## config.mk

```make
export PLATFORM = sky130hd
export DESIGN_NAME = pipe_hazard_ctrl
export DESIGN_NICKNAME = d
export VERILOG_FILES = /design/src/rtl/pipe_hazard_ctrl.sv
export SDC_FILE = /design/constraint.sdc
export NUM_CORES = 1
export LEC_CHECK = 0
export ABC_AREA = 1
export CORE_MARGIN = 3
export CORE_UTILIZATION = 45
export CTS_CLUSTER_DIAMETER = 120
export DETAILED_ROUTE_END_ITERATION = 7
export HOLD_SLACK_MARGIN = 0.06
export PLACE_DENSITY = 0.81
export RECOVER_POWER = 25
export SLEW_MARGIN = 25
export SYNTH_ARGS = -nofsm -noshare
export SYNTH_HDL_FRONTEND = slang
export SYNTH_SLANG_ARGS = --single-unit
```

## constraint.sdc

```tcl
create_clock -name clk -period 3.2 [get_ports clk]
set_clock_uncertainty 0.15 [all_clocks]
set_input_delay 0.48 -clock clk [delete_from_list [all_inputs] [get_ports clk]]
set_output_delay 0.48 -clock clk [all_outputs]
set_load 0.02 [all_outputs]
```

## src/rtl/pipe_hazard_ctrl.sv

```systemverilog
// Pipeline sequencer for the 5-stage core: freeze/flush generation from
// taken branches, RAW hazards and data-memory wait states, plus a saturating
// stall counter and a memory time-out detector.
// Optional build macro: FORWARDING_EN (hazards reduced to load-use only).
module pipe_hazard_ctrl #(
  parameter int unsigned MEM_TIMEOUT = 15,
  parameter int unsigned CNT_W       = 16
) (
  input  logic             clk,
  input  logic             rst,
  input  logic             branch_taken,
  input  logic [3:0]       id_src1,
  input  logic [3:0]       id_src2,
  input  logic             id_two_src,
  input  logic             id_valid,
  input  logic             exe_wb_en,
  input  logic             exe_mem_read,
  input  logic [3:0]       exe_dest,
  input  logic             mem_wb_en,
  input  logic [3:0]       mem_dest,
  input  logic             mem_req,
  input  logic             mem_ack,
  output logic             freeze,
  output logic             flush_if,
  output logic             flush_id,
  output logic             freeze_pipe,
  output logic             branch_sel,
  output logic             mem_abort,
  output logic             timeout_err,
  output logic [CNT_W-1:0] stall_count
);

  localparam logic [7:0] MemTimeout = 8'(MEM_TIMEOUT);

  typedef enum logic [0:0] {StRun, StMemWait} state_e;

  state_e           state_q, state_d;
  logic [7:0]       wait_cnt_q, wait_cnt_d;
  logic             timeout_err_q, timeout_err_d;
  logic [CNT_W-1:0] stall_count_q, stall_count_d;

  logic exe_match;
  logic hazard;

  assign exe_match = exe_wb_en &
                     ((exe_dest == id_src1) | (id_two_src & (exe_dest == id_src2)));

`ifdef FORWARDING_EN
  // With forwarding only a load in EXE cannot be bypassed in time.
  logic unused_mem_writer;
  assign unused_mem_writer = ^{mem_wb_en, mem_dest};
  assign hazard = id_valid & exe_match & exe_mem_read;
`else
  logic mem_match;
  logic unused_exe_mem_read;
  assign unused_exe_mem_read = exe_mem_read;
  assign mem_match = mem_wb_en &
                     ((mem_dest == id_src1) | (id_two_src & (mem_dest == id_src2)));
  assign hazard = id_valid & (exe_match | mem_match);
`endif

  // Branch/hazard controls shared by RUN and the ack cycle of MEMWAIT.
  logic run_freeze, run_flush_if, run_flush_id, run_branch_sel;

  always_comb begin
    run_freeze     = 1'b0;
    run_flush_if   = 1'b0;
    run_flush_id   = 1'b0;
    run_branch_sel = 1'b0;
    if (branch_taken) begin
      // Branch wins over a hazard: the dependent ID instruction is discarded.
      run_branch_sel = 1'b1;
      run_flush_if   = 1'b1;
      run_flush_id   = 1'b1;
    end else if (hazard) begin
      run_freeze   = 1'b1;
      run_flush_id = 1'b1;
    end
  end

  // Sequencer next state and combinational control outputs.
  always_comb begin
    state_d       = state_q;
    wait_cnt_d    = wait_cnt_q;
    timeout_err_d = timeout_err_q;
    freeze        = 1'b0;
    flush_if      = 1'b0;
    flush_id      = 1'b0;
    freeze_pipe   = 1'b0;
    branch_sel    = 1'b0;
    mem_abort     = 1'b0;

    unique case (state_q)
      StRun: begin
        if (mem_req && !mem_ack) begin
          freeze      = 1'b1;
          freeze_pipe = 1'b1;
          state_d     = StMemWait;
          wait_cnt_d  = 8'd1;
        end else begin
          freeze     = run_freeze;
          flush_if   = run_flush_if;
          flush_id   = run_flush_id;
          branch_sel = run_branch_sel;
        end
      end
      StMemWait: begin
        if (mem_ack) begin
          freeze     = run_freeze;
          flush_if   = run_flush_if;
          flush_id   = run_flush_id;
          branch_sel = run_branch_sel;
          state_d    = StRun;
          wait_cnt_d = 8'd0;
        end else if (wait_cnt_q < MemTimeout) begin
          freeze      = 1'b1;
          freeze_pipe = 1'b1;
          wait_cnt_d  = wait_cnt_q + 8'd1;
        end else begin
          mem_abort     = 1'b1;
          timeout_err_d = 1'b1;
          state_d       = StRun;
          wait_cnt_d    = 8'd0;
        end
      end
      default: begin
        state_d    = StRun;
        wait_cnt_d = 8'd0;
      end
    endcase

    // Outputs must be quiet while reset is held, regardless of inputs.
    if (!rst) begin
      freeze      = 1'b0;
      flush_if    = 1'b0;
      flush_id    = 1'b0;
      freeze_pipe = 1'b0;
      branch_sel  = 1'b0;
      mem_abort   = 1'b0;
    end
  end

  // Saturating count of frozen cycles.
  always_comb begin
    stall_count_d = stall_count_q;
    if (freeze && (stall_count_q != {CNT_W{1'b1}})) begin
      stall_count_d = stall_count_q + 1'b1;
    end
  end

  // State registers.
  always_ff @(posedge clk or negedge rst) begin
    if (!rst) begin
      state_q       <= StRun;
      wait_cnt_q    <= 8'd0;
      timeout_err_q <= 1'b0;
      stall_count_q <= '0;
    end else begin
      state_q       <= state_d;
      wait_cnt_q    <= wait_cnt_d;
      timeout_err_q <= timeout_err_d;
      stall_count_q <= stall_count_d;
    end
  end

  assign timeout_err = timeout_err_q;
  assign stall_count = stall_count_q;

endmodule

```

# After elaboration in Yosys (flattened, before gate mapping)
# Index checks and enable logic that the tools add are counted.
# totals
ramBits	0
romBits	0
reg_bits	26
latchBits	0
n_memories	0
output_inout_bits	23
elab_cells	57
# classes
reduce_logical	4
magnitude_cmp	1
shift	0
eq_ne	6
bitwise_logic	11
addsub	2
muxes	29
mul	0
div_mod_pow	0
# op_table
op	n
two-way mux 8 bit	3
two-way mux 1 bit	21
adder 16 x 1 -> 16 bit, second input constant	1
equality test 4 bit	4
!= test 16 bit, second input constant	1
one-hot mux 8 bit (2 select lines)	1
adder 8 x 1 -> 8 bit, second input constant	1
< comparator 8 x 4 -> 1 bit, second input constant	1
one-hot mux 1 bit (2 select lines)	4
bitwise AND 1 bit	5
NOT 1 bit	3
OR 1 bit	3
AND reduction 3 bit	1
logical AND 1 bit	2
!= test 2 bit, second input constant	1
zero test 1 bit	1

# Depth between registers and ports, before layout
# Gate-level depths: netlist of the first run.
# logic_depth
word_depth	12
mapped_depth	14
mapped_depth_nobuf	13

# Worst setup path after synthesis of the first run
# No wires, ideal clock.
# synth_path
path_kind	input -> output
from	input port mem_req
to	output port flush_if
required_ns	2.570
arrival_ns	1.420
cell_stages	4
slack_ns	1.150
cell_sequence	o21ai_2 nand2_1 nor2_1 buf_4
# synth_via
elab_chain_len	4
# synth_lines
item	line_no	source
from (decl)	21	input logic mem_req,
logical AND 1 bit	95	if (mem_req && !mem_ack) begin
two-way mux 1 bit	-	
one-hot mux 1 bit (2 select lines)	-	
two-way mux 1 bit	-	
to (decl)	24	output logic flush_if,
# No other way between the ends.

# Worst setup path after layout of the first run
# layout_path
from	input port exe_dest[1]
to	output port flush_id
# layout_via
elab_chain_len	11
word_cells_on_any_way	13
classes_between	eq/ne: 2; mux: 6; bitwise: 5
# layout_lines
item	line_no	source
from (decl)	18	input logic [3:0] exe_dest,
equality test 4 bit	46	((exe_dest == id_src1) | (id_two_src & (exe_dest == id_src2)));
bitwise AND 1 bit	46	
OR 1 bit *	46	
bitwise AND 1 bit *	45	assign exe_match = exe_wb_en &
OR 1 bit *	59	assign hazard = id_valid & (exe_match | mem_match);
bitwise AND 1 bit *	59	
two-way mux 1 bit *	75	end else if (hazard) begin
two-way mux 1 bit *	70	if (branch_taken) begin
two-way mux 1 bit, on equally long branches	108, 95	
one-hot mux 1 bit (2 select lines) *	93	unique case (state_q)
two-way mux 1 bit *	133	if (!rst) begin
to (decl)	25	output logic flush_id,
# Every way passes the cells marked *; elsewhere a longest branch is shown, timed or not.

==> impl_metrics.env, run 1 <==
export IMPL_status="finished, final reports clean"
export IMPL_grt_pass1_wl_um=7590
export IMPL_grt_max_degree=26
export IMPL_hold_worst_slack_ns=0.3183
export IMPL_dp_slack_ns=0.1547
export IMPL_antennaDiodeCount=0
export IMPL_reg2reg_from="stall_count[0]"
export IMPL_fin_ws_ns=0.2271
export IMPL_synth_distinct_cells=33
export IMPL_cts_made_buffers=3
export IMPL_yosysSeqAreaShare_pct=34.35
export IMPL_maxCapViolCount=0
export IMPL_synth_top_area_share_pct=34.35
export IMPL_insertion_delay_ns=0.28
export IMPL_leakagePower_nw=1.180
export IMPL_finalSetupTns_ns=0
export IMPL_die_width_um=70.88
export IMPL_tightest_slew_ns=1.316
export IMPL_postCtsSetupBuffers=0
export IMPL_ir_worst_vdd_mv=0.2894
export IMPL_cts_buffer_depth=2
export IMPL_syn_num_nets=278
export IMPL_die_h_um=70.88
export IMPL_dieArea_um2=5024
export IMPL_clock_sinks=26
export IMPL_antenna_left=0
export IMPL_async_flop_share_pct=100.0
export IMPL_nFillCells=346
export IMPL_worstPathMaxFanout=3
export IMPL_arrival_ns=2.34
export IMPL_syn2layout_area_growth_pct=29.72
export IMPL_start_kind="input pin"
export IMPL_p_int_mw=0.6528
export IMPL_drc=0
export IMPL_cts_hold_buffers=0
export IMPL_drtPass1Iterations=4
export IMPL_routed_via_density=5.151
export IMPL_ys_flop_type="dfrtp_1"
export IMPL_initial_core_util_pct=49.16
export IMPL_cts_max_level=1
export IMPL_syn_mean_instance_area_um2=7.577
export IMPL_gp_congestion=0.8256
export IMPL_syn_inst=250
export IMPL_synth_common_cells="65 x nand2_1, 26 x dfrtp_1, 26 x nor2_1"
export IMPL_crit_type="in2out"
export IMPL_power_density_nw_per_um2=388.9
export IMPL_grt_ovfl_total=0
export IMPL_finalCritPeriodShare_pct=92.90
export IMPL_grt_setup_unrepaired="false"
export IMPL_vias=1777
export IMPL_ys_ff_latch=26
export IMPL_post_route_min_period_ns=2.973
export IMPL_worstPathRequired_ns=2.57
export IMPL_path_clk_slew_ns=0.09
export IMPL_syn_area_um2=1894
export IMPL_min_path_type="in2async"
export IMPL_yosysMostFrequentCell="nand2_1"
export IMPL_place_hpwl_um=3290
export IMPL_drv_slew=0
export IMPL_synth_edf_count=0
export IMPL_row_count=22
export IMPL_port_buffers=47
export IMPL_p_total_mw=0.9557
export IMPL_setup_worst_path_end_class="output port"
export IMPL_cts_tree="built"
export IMPL_wire_per_inst_um=12.75
export IMPL_drtIter0Drc=80
export IMPL_cts_repair_resized=0
export IMPL_sw_frac_of_total_pct=31.70
export IMPL_setup_viol=0
export IMPL_yosysTopAreaCell="dfrtp_1"
export IMPL_drt_total_wl_um=4399
export IMPL_grt_usage_pct=18.46
export IMPL_core_um2=3854
export IMPL_max_freq_ghz=0.3364
export IMPL_slew_headroom_pct=12.27
export IMPL_antenna_found_initial=0
export IMPL_hold_viol=0
export IMPL_p_comb_share_pct=28.2
export IMPL_drive_gt1_share_pct=13.80
export IMPL_ios=49
export IMPL_netlist_top_cells_area="dfrtp_1 34%, nand2_1 13%, nand2_2 7.6%"
export IMPL_pwr_share_seq_pct=42.9
export IMPL_cp_startpoint="exe_dest[1]"
export IMPL_nNetsFinal=326
export IMPL_clkPwrFrac_pct=28.9
export IMPL_yosysWarnings=0
export IMPL_first_global_vias=1693
export IMPL_power_switching_mw=0.3030
export IMPL_clk_root_buffer_cell="clkbuf_8"
per-stage QoR:
stage	utilization (%)	std cells	cell area (um2)
floorplan	-	250	1894
global placement	61.95	341	2387
detailed placement	61.95	341	2387
CTS	63.80	345	2459
global route	63.77	345	2457
finish	63.77	345	2457
sequential cells by signal, indices dropped and copies added, names as in the netlist:
signal       cells
state_q          1
stall_count     16
timeout_err      1
wait_cnt_q       8
power by group through the flow:
stage	combinational [mW]	sequential, mW	clock (mW)
6_report	0.269	0.410	0.276
5_1_grt	0.299	0.419	0.296
4_1_cts	0.274	0.411	0.280
3_5_place_dp	0.272	0.417	0
3_3_place_gp	0.266	0.416	0
2_1_floorplan	0.133	0.435	0
metal layers:
layer | vias up | wire length (um) | global-route usage, %
met3 | 8 | 213 | 3.551
met5 | - | 0 | 0
li1 | 897 | - | -
met1 | 829 | 2042 | 24.49
met4 | 0 | 75 | 6.054
met2 | 43 | 2067 | 30.28
critical path, cell delays in order:
cell and delay, ns:
clkdlybuf4s50_1 0.50, inv_1 0.06, nand2_1 0.06, nand2_1 0.05, nor2_1 0.12, nand3b_1 0.09, nand2_1 0.08, nand2_2 0.06
nand2_4 0.07, nand2_1 0.05, a21oi_1 0.12, clkdlybuf4s50_1 0.62
cell usage in the layout (no fill, tap or decap), drive strengths merged, types with 4 or more instances in the layout:
cell,n
clkbuf,4
clkdlybuf4s50,45
dfrtp,26
inv,26
nand2,90
nand3,13
nand4,19
nor2,28
nor3,4
o21ai,7
xnor2,6
xor2,14
cells by family (layout without fill, tap and decap cells):
logic type | Yosys count | after routing | share of synthesized area, %
and+or+nand+nor | 157 | 157 | 43.53
buffers and inverters | 34 | 81 | 8.256
DFF | 26 | 26 | 34.35
xor gates and xnor gates | 20 | 20 | 9.247
AOI/OAI and AO/OA | 11 | 11 | 3.303
adders and majority gates | 2 | 2 | 1.321
path summary, 6_finish.rpt:
check	cells after the start	slack [ns]	end
min in group clk	2	0.32	timeout_err
min reg2reg	2	0.32	timeout_err
max in group asynchronous	2	1.12	stall_count[3]
max	12	0.23	flush_id
max reg2reg	7	1.08	stall_count[6]
min	1	0.32	timeout_err
final cells by class:
type,count,area (um2),area share [%]
Clock buffer,3,41.29,1.680
Multi-Input combinational cell,190,1087,44.25
Sequential cell,26,650.6,26.48
Clock inverter,1,30.03,1.222
Tap cell,48,60.06,2.444
Timing Repair Buffer,48,476.7,19.40
Inverter,29,111.4,4.532
No activity file was read; power rests on OpenSTA's default activity.
==> run 2, diff against run 1 <==
CORE_UTILIZATION = 44   (was 45)
PLACE_DENSITY = 0.78   (was 0.81)
clock period = 2.49 ns   (was 3.2 ns; I/O delays follow)
==> run 2 against run 1 <==
Effect of this change: clock power fell by 16%; sequential share of layout area barely moved; global-route usage fell by 0.052 points; critical path depth did not move; design area rose by 0.15%; largest power group unchanged.
==> impl_metrics.env, run 2 (synthesized netlist as in run 1, its figures left out) <==
export IMPL_drtIter0Drc=46
export IMPL_largest_reg_flops=16
export IMPL_finalSetupTns_ns=0
export IMPL_max_freq_ghz=0.4277
export IMPL_port_buffers=47
export IMPL_setup_worst_path_end_class="output port"
export IMPL_layoutNonFillerInstCount=351
export IMPL_row_count=23
export IMPL_cts_hold_buffers=0
export IMPL_drc=0
export IMPL_postCtsSetupBuffers=0
export IMPL_insertion_delay_ns=0.26
export IMPL_layout_common_cells="65 x nand2_1, 39 x clkdlybuf4s50_1, 26 x nor2_1, 26 x dfrtp_1, 24 x inv_1"
export IMPL_antennaDiodeCount=0
export IMPL_wire_per_inst_um=12.60
export IMPL_power_density_nw_per_um2=453.4
export IMPL_routed_via_density=5.040
export IMPL_cts_buffer_depth=2
export IMPL_first_global_vias=1809
export IMPL_nNetsFinal=331
export IMPL_drt_total_wl_um=4421
export IMPL_status="finished, final reports clean"
export IMPL_dieArea_um2=5129
export IMPL_hold_viol=0
export IMPL_path_clk_slew_ns=0.08
export IMPL_utilization_pct=60.23
export IMPL_clk_root_buffer_cell="clkbuf_8"
export IMPL_grt_setup_unrepaired="false"
export IMPL_initial_core_util_pct=46.36
export IMPL_cts_tree="built"
export IMPL_die_h_um=71.62
export IMPL_slowest_stage="clkdlybuf4s50_1"
export IMPL_maxCapViolCount=0
export IMPL_crit_type="in2out"
export IMPL_crit_buf_inv=3
export IMPL_worstPathMaxFanout=3
export IMPL_cpLargestDelayFamily="buffers and inverters"
export IMPL_hold_worst_slack_ns=0.2481
export IMPL_path_common_cell="nand2_1"
export IMPL_drv_slew=0
export IMPL_grt_usage_pct=18.41
export IMPL_min_path_type="in2async"
export IMPL_worstPathCellList="clkdlybuf4s50_1, inv_1, nand2_1, nand2_1, nor2_1, nand3b_1, nand2_1, nand2_2, nand2_4, nand3_4, a21oi_1, buf_4"
export IMPL_grt_max_degree=23
export IMPL_cpPeakStageDelay_ns=0.52
export IMPL_grt_ovfl_total=0
export IMPL_syn2layout_area_growth_pct=29.92
export IMPL_die_width_um=71.62
export IMPL_cp_num_cells=12
export IMPL_final_common_cell="nand2_1"
export IMPL_cts_max_level=1
export IMPL_drive_gt1_share_pct=15.28
export IMPL_clock_sinks=26
export IMPL_post_route_min_period_ns=2.338
export IMPL_arrival_ns=1.81
export IMPL_gp_congestion=0.8419
export IMPL_cts_made_buffers=3
export IMPL_ios=49
export IMPL_core_um2=4086
export IMPL_slew_headroom_pct=20.28
export IMPL_vias=1769
export IMPL_tightest_slew_ns=1.196
export IMPL_ir_worst_vdd_mv=0.4148
export IMPL_start_kind="input pin"
export IMPL_grt_pass1_wl_um=7817
export IMPL_place_inst=348
export IMPL_place_hpwl_um=3340
export IMPL_leakagePower_nw=1.222
export IMPL_setup_viol=0
export IMPL_finalCritPeriodShare_pct=93.89
export IMPL_drtPass1Iterations=4
export IMPL_antenna_left=0
export IMPL_worstPathRequired_ns=1.97
export IMPL_antenna_found_initial=0
export IMPL_rr_worst_depth=7
[run 2: final cells by class]
type                            count  area [um2]
Fill cell                         387        1625
Clock buffer                        3       41.29
Multi-Input combinational cell    190        1087
Sequential cell                    26       650.6
Tap cell                           50       62.56
Inverter                           29       111.4
Timing Repair Buffer               53       508.0
[run 2: power breakdown]
group          total (mW)  switching (mW)  internal, mW  leakage [nW]
Sequential          0.528          0.0701         0.458         0.348
Clock               0.232           0.123         0.108        0.0216
Combinational       0.356           0.185         0.171         0.853
[run 2: per-layer routing]
layer	part of all wire, %	GRT usage, %
met5	0	0
met4	1.2	6.263
met1	46	24.38
met3	4.8	2.805
met2	48	30.71
[run 2: stage by stage]
step / power (mW) / worst slack, ns / instance area [um2]
3_5_place_dp: 0.8957 / -0.3094 / 2427
5_1_grt: 1.185 / 0.007102 / 2461
6_report: 1.116 / 0.1521 / 2461
4_1_cts: 1.128 / 0.01273 / 2467
3_3_place_gp: 0.8870 / -0.2661 / 2427
2_1_floorplan: 0.7309 / 0.5676 / 1894
[run 2: repair_timing]
item                       4_1_cts  5_1_grt
setup endpoints to repair        4        4
pin swaps                        0        0
resized for setup                7        8
hold endpoints to repair         0        0
[run 2: worst paths after layout]
| path | start | end | slack (ns) |
|---|---|---|---|
| worst min-delay path | rst | timeout_err | 0.25 |
| min in group clk | timeout_err | timeout_err | 0.32 |
| max in group asynchronous | rst | wait_cnt_q[4] | 0.58 |
| worst max-delay path | exe_dest[1] | freeze | 0.15 |
| worst min register to register | timeout_err | timeout_err | 0.32 |
| worst max register to register | stall_count[0] | stall_count[7] | 0.37 |
==> run 3, diff against run 2 <==
CORE_MARGIN = default   (was 3)
==> run 3 against run 2 <==
Effect of this change: flip-flop and latch count did not move; non-clock buffer count unchanged; first-iteration DRC count grew 43%; worst hold slack got worse by 0.0046 ns; maximum frequency rose by 0.37%; final cell count grew 0.28%; power is 3.1% higher; critical path depth is the same; design area increased by 0.25%; die area is 11% lower; highest routed layer unchanged.
==> impl_metrics.env, run 3 (synthesized netlist as in run 1, its figures left out) <==
export IMPL_grt_util_met1_pct=27.14
export IMPL_leakagePower_nw=1.219
export IMPL_postCtsSetupBuffers=0
export IMPL_arrival_ns=1.81
export IMPL_worstPathRequired_ns=1.97
export IMPL_largest_reg_flops=16
export IMPL_p_total_mw=1.151
export IMPL_die_width_um=67.62
export IMPL_grt_usage_pct=21.00
export IMPL_crit_buf_inv=3
export IMPL_grt_max_degree=19
export IMPL_slowest_stage="clkdlybuf4s50_1"
export IMPL_crit_type="in2out"
export IMPL_port_buffers=47
export IMPL_start_kind="input pin"
export IMPL_wire_per_inst_um=12.11
export IMPL_pwr_share_seq_pct=45.8
export IMPL_post_route_min_period_ns=2.329
export IMPL_gp_congestion=0.8288
export IMPL_layout_common_cells="65 x nand2_1, 40 x clkdlybuf4s50_1, 26 x nor2_1, 26 x dfrtp_1, 24 x inv_1"
export IMPL_grt_setup_unrepaired="false"
export IMPL_gr_usage_met3_pct=5.068
export IMPL_final_common_cell="nand2_1"
export IMPL_cpLargestDelayFamily="buffers and inverters"
export IMPL_vias=1766
export IMPL_busiest_layer="met2"
export IMPL_dieArea_um2=4572
export IMPL_min_path_type="in2async"
export IMPL_ios=49
export IMPL_cts_max_level=1
export IMPL_clk_root_buffer_cell="clkbuf_8"
export IMPL_slew_headroom_pct=38.47
export IMPL_maxCapViolCount=0
export IMPL_cts_repair_resized=4
export IMPL_power_density_nw_per_um2=466.5
export IMPL_ir_worst_vdd_mv=0.3389
export IMPL_antenna_left=0
export IMPL_drv_slew=0
export IMPL_cts_tree="built"
export IMPL_die_h_um=67.62
export IMPL_syn2layout_area_growth_pct=30.25
export IMPL_grt_pass1_wl_um=7251
export IMPL_drive_gt1_share_pct=15.56
export IMPL_cts_hold_buffers=0
export IMPL_power_switching_mw=0.3817
export IMPL_drtPass1Iterations=4
export IMPL_antenna_found_initial=0
export IMPL_use_met2_pct=33.54
export IMPL_path_common_cell="nand2_1"
export IMPL_cts_made_buffers=3
export IMPL_initial_core_util_pct=46.69
export IMPL_path_clk_slew_ns=0.08
export IMPL_core_um2=4058
export IMPL_insertion_delay_ns=0.27
export IMPL_status="finished, final reports clean"
export IMPL_nNetsFinal=331
export IMPL_cpPeakStageDelay_ns=0.51
export IMPL_p_int_mw=0.7693
export IMPL_row_count=23
export IMPL_cts_buffer_depth=2
export IMPL_hold_viol=0
export IMPL_sw_frac_of_total_pct=33.16
export IMPL_worstPathMaxFanout=2
export IMPL_antennaDiodeCount=0
export IMPL_setup_worst_path_end_class="output port"
export IMPL_drc=0
export IMPL_drtIter0Drc=66
export IMPL_worstPathCellList="clkdlybuf4s50_1, inv_1, nand2_1, nand2_1, nor2_1, nand3b_1, nand2_1, nand2_2, nand2_4, nand3_4, a21oi_1, clkbuf_2"
export IMPL_finalCritPeriodShare_pct=93.54
export IMPL_setup_viol=0
export IMPL_utilization_pct=60.81
export IMPL_place_hpwl_um=3149
export IMPL_clkPwrFrac_pct=23.4
export IMPL_first_global_vias=1679
export IMPL_clock_sinks=26
export IMPL_grt_ovfl_total=0
export IMPL_max_freq_ghz=0.4293
export IMPL_drt_total_wl_um=4263
export IMPL_routed_via_density=5.017
export IMPL_p_comb_share_pct=30.7
export IMPL_tightest_slew_ns=0.9230
-- run 3: cell count changes in the layout (fill, tap and decap cells not counted) --
cell	before	now
buf_4	6	4
clkbuf_2	0	2
clkbuf_8	3	4
clkdlybuf4s50_1	39	40
dlymetal6s2s_1	3	2
-- run 3: layout make-up --
cell class	instances	area, um2
fill	374	1590
multi-input combinational	190	1087
sequential	26	650.6
timing repair buffer	53	500.5
inverter	29	111.4
tap	50	62.56
clock buffer	4	55.05
-- run 3: layer usage --
| layer | vias up | share of wire, % |
|---|---|---|
| met2 | 52 | 46 |
| met5 | - | 0 |
| met3 | 4 | 6.8 |
| met4 | 0 | 1.0 |
| li1 | 903 | - |
| met1 | 807 | 46 |
-- run 3: per-stage QoR --
stage | area [um2] | cells | setup WS, ns | hold slack [ns] | setup TNS, ns
final | 2467 | 352 | 0.1607 | 0.2435 | 0
after global routing | 2467 | 352 | 0.005137 | 0.2321 | 0
after CTS | 2477 | 352 | 0.005018 | 0.1732 | 0
after global placement | 2427 | 348 | -0.2659 | 0.2953 | -0.4973
after detailed placement | 2427 | 348 | -0.2692 | 0.3085 | -0.5319
after floorplan | 1894 | 250 | 0.5676 | -0.07209 | 0
-- run 3: final timing paths --
kind | endpoint | cells past startpoint | slack (ns) | startpoint
worst max-delay path | freeze | 12 | 0.16 | exe_dest[0]
worst min-delay path | timeout_err | 1 | 0.24 | rst
worst max register to register | stall_count[7] | 7 | 0.40 | stall_count[0]
worst min register to register | timeout_err | 2 | 0.32 | timeout_err
max in group asynchronous | stall_count[8] | 2 | 0.85 | rst
min in group clk | timeout_err | 2 | 0.32 | timeout_err
-- run 3: power by group through the flow --
stage / Clock [mW] / Combinational (mW) / Sequential, mW
floorplan: 0 / 0.172 / 0.559
global placement: 0 / 0.352 / 0.532
detailed placement: 0 / 0.359 / 0.534
CTS: 0.284 / 0.359 / 0.527
global route: 0.307 / 0.390 / 0.537
finish: 0.269 / 0.354 / 0.528
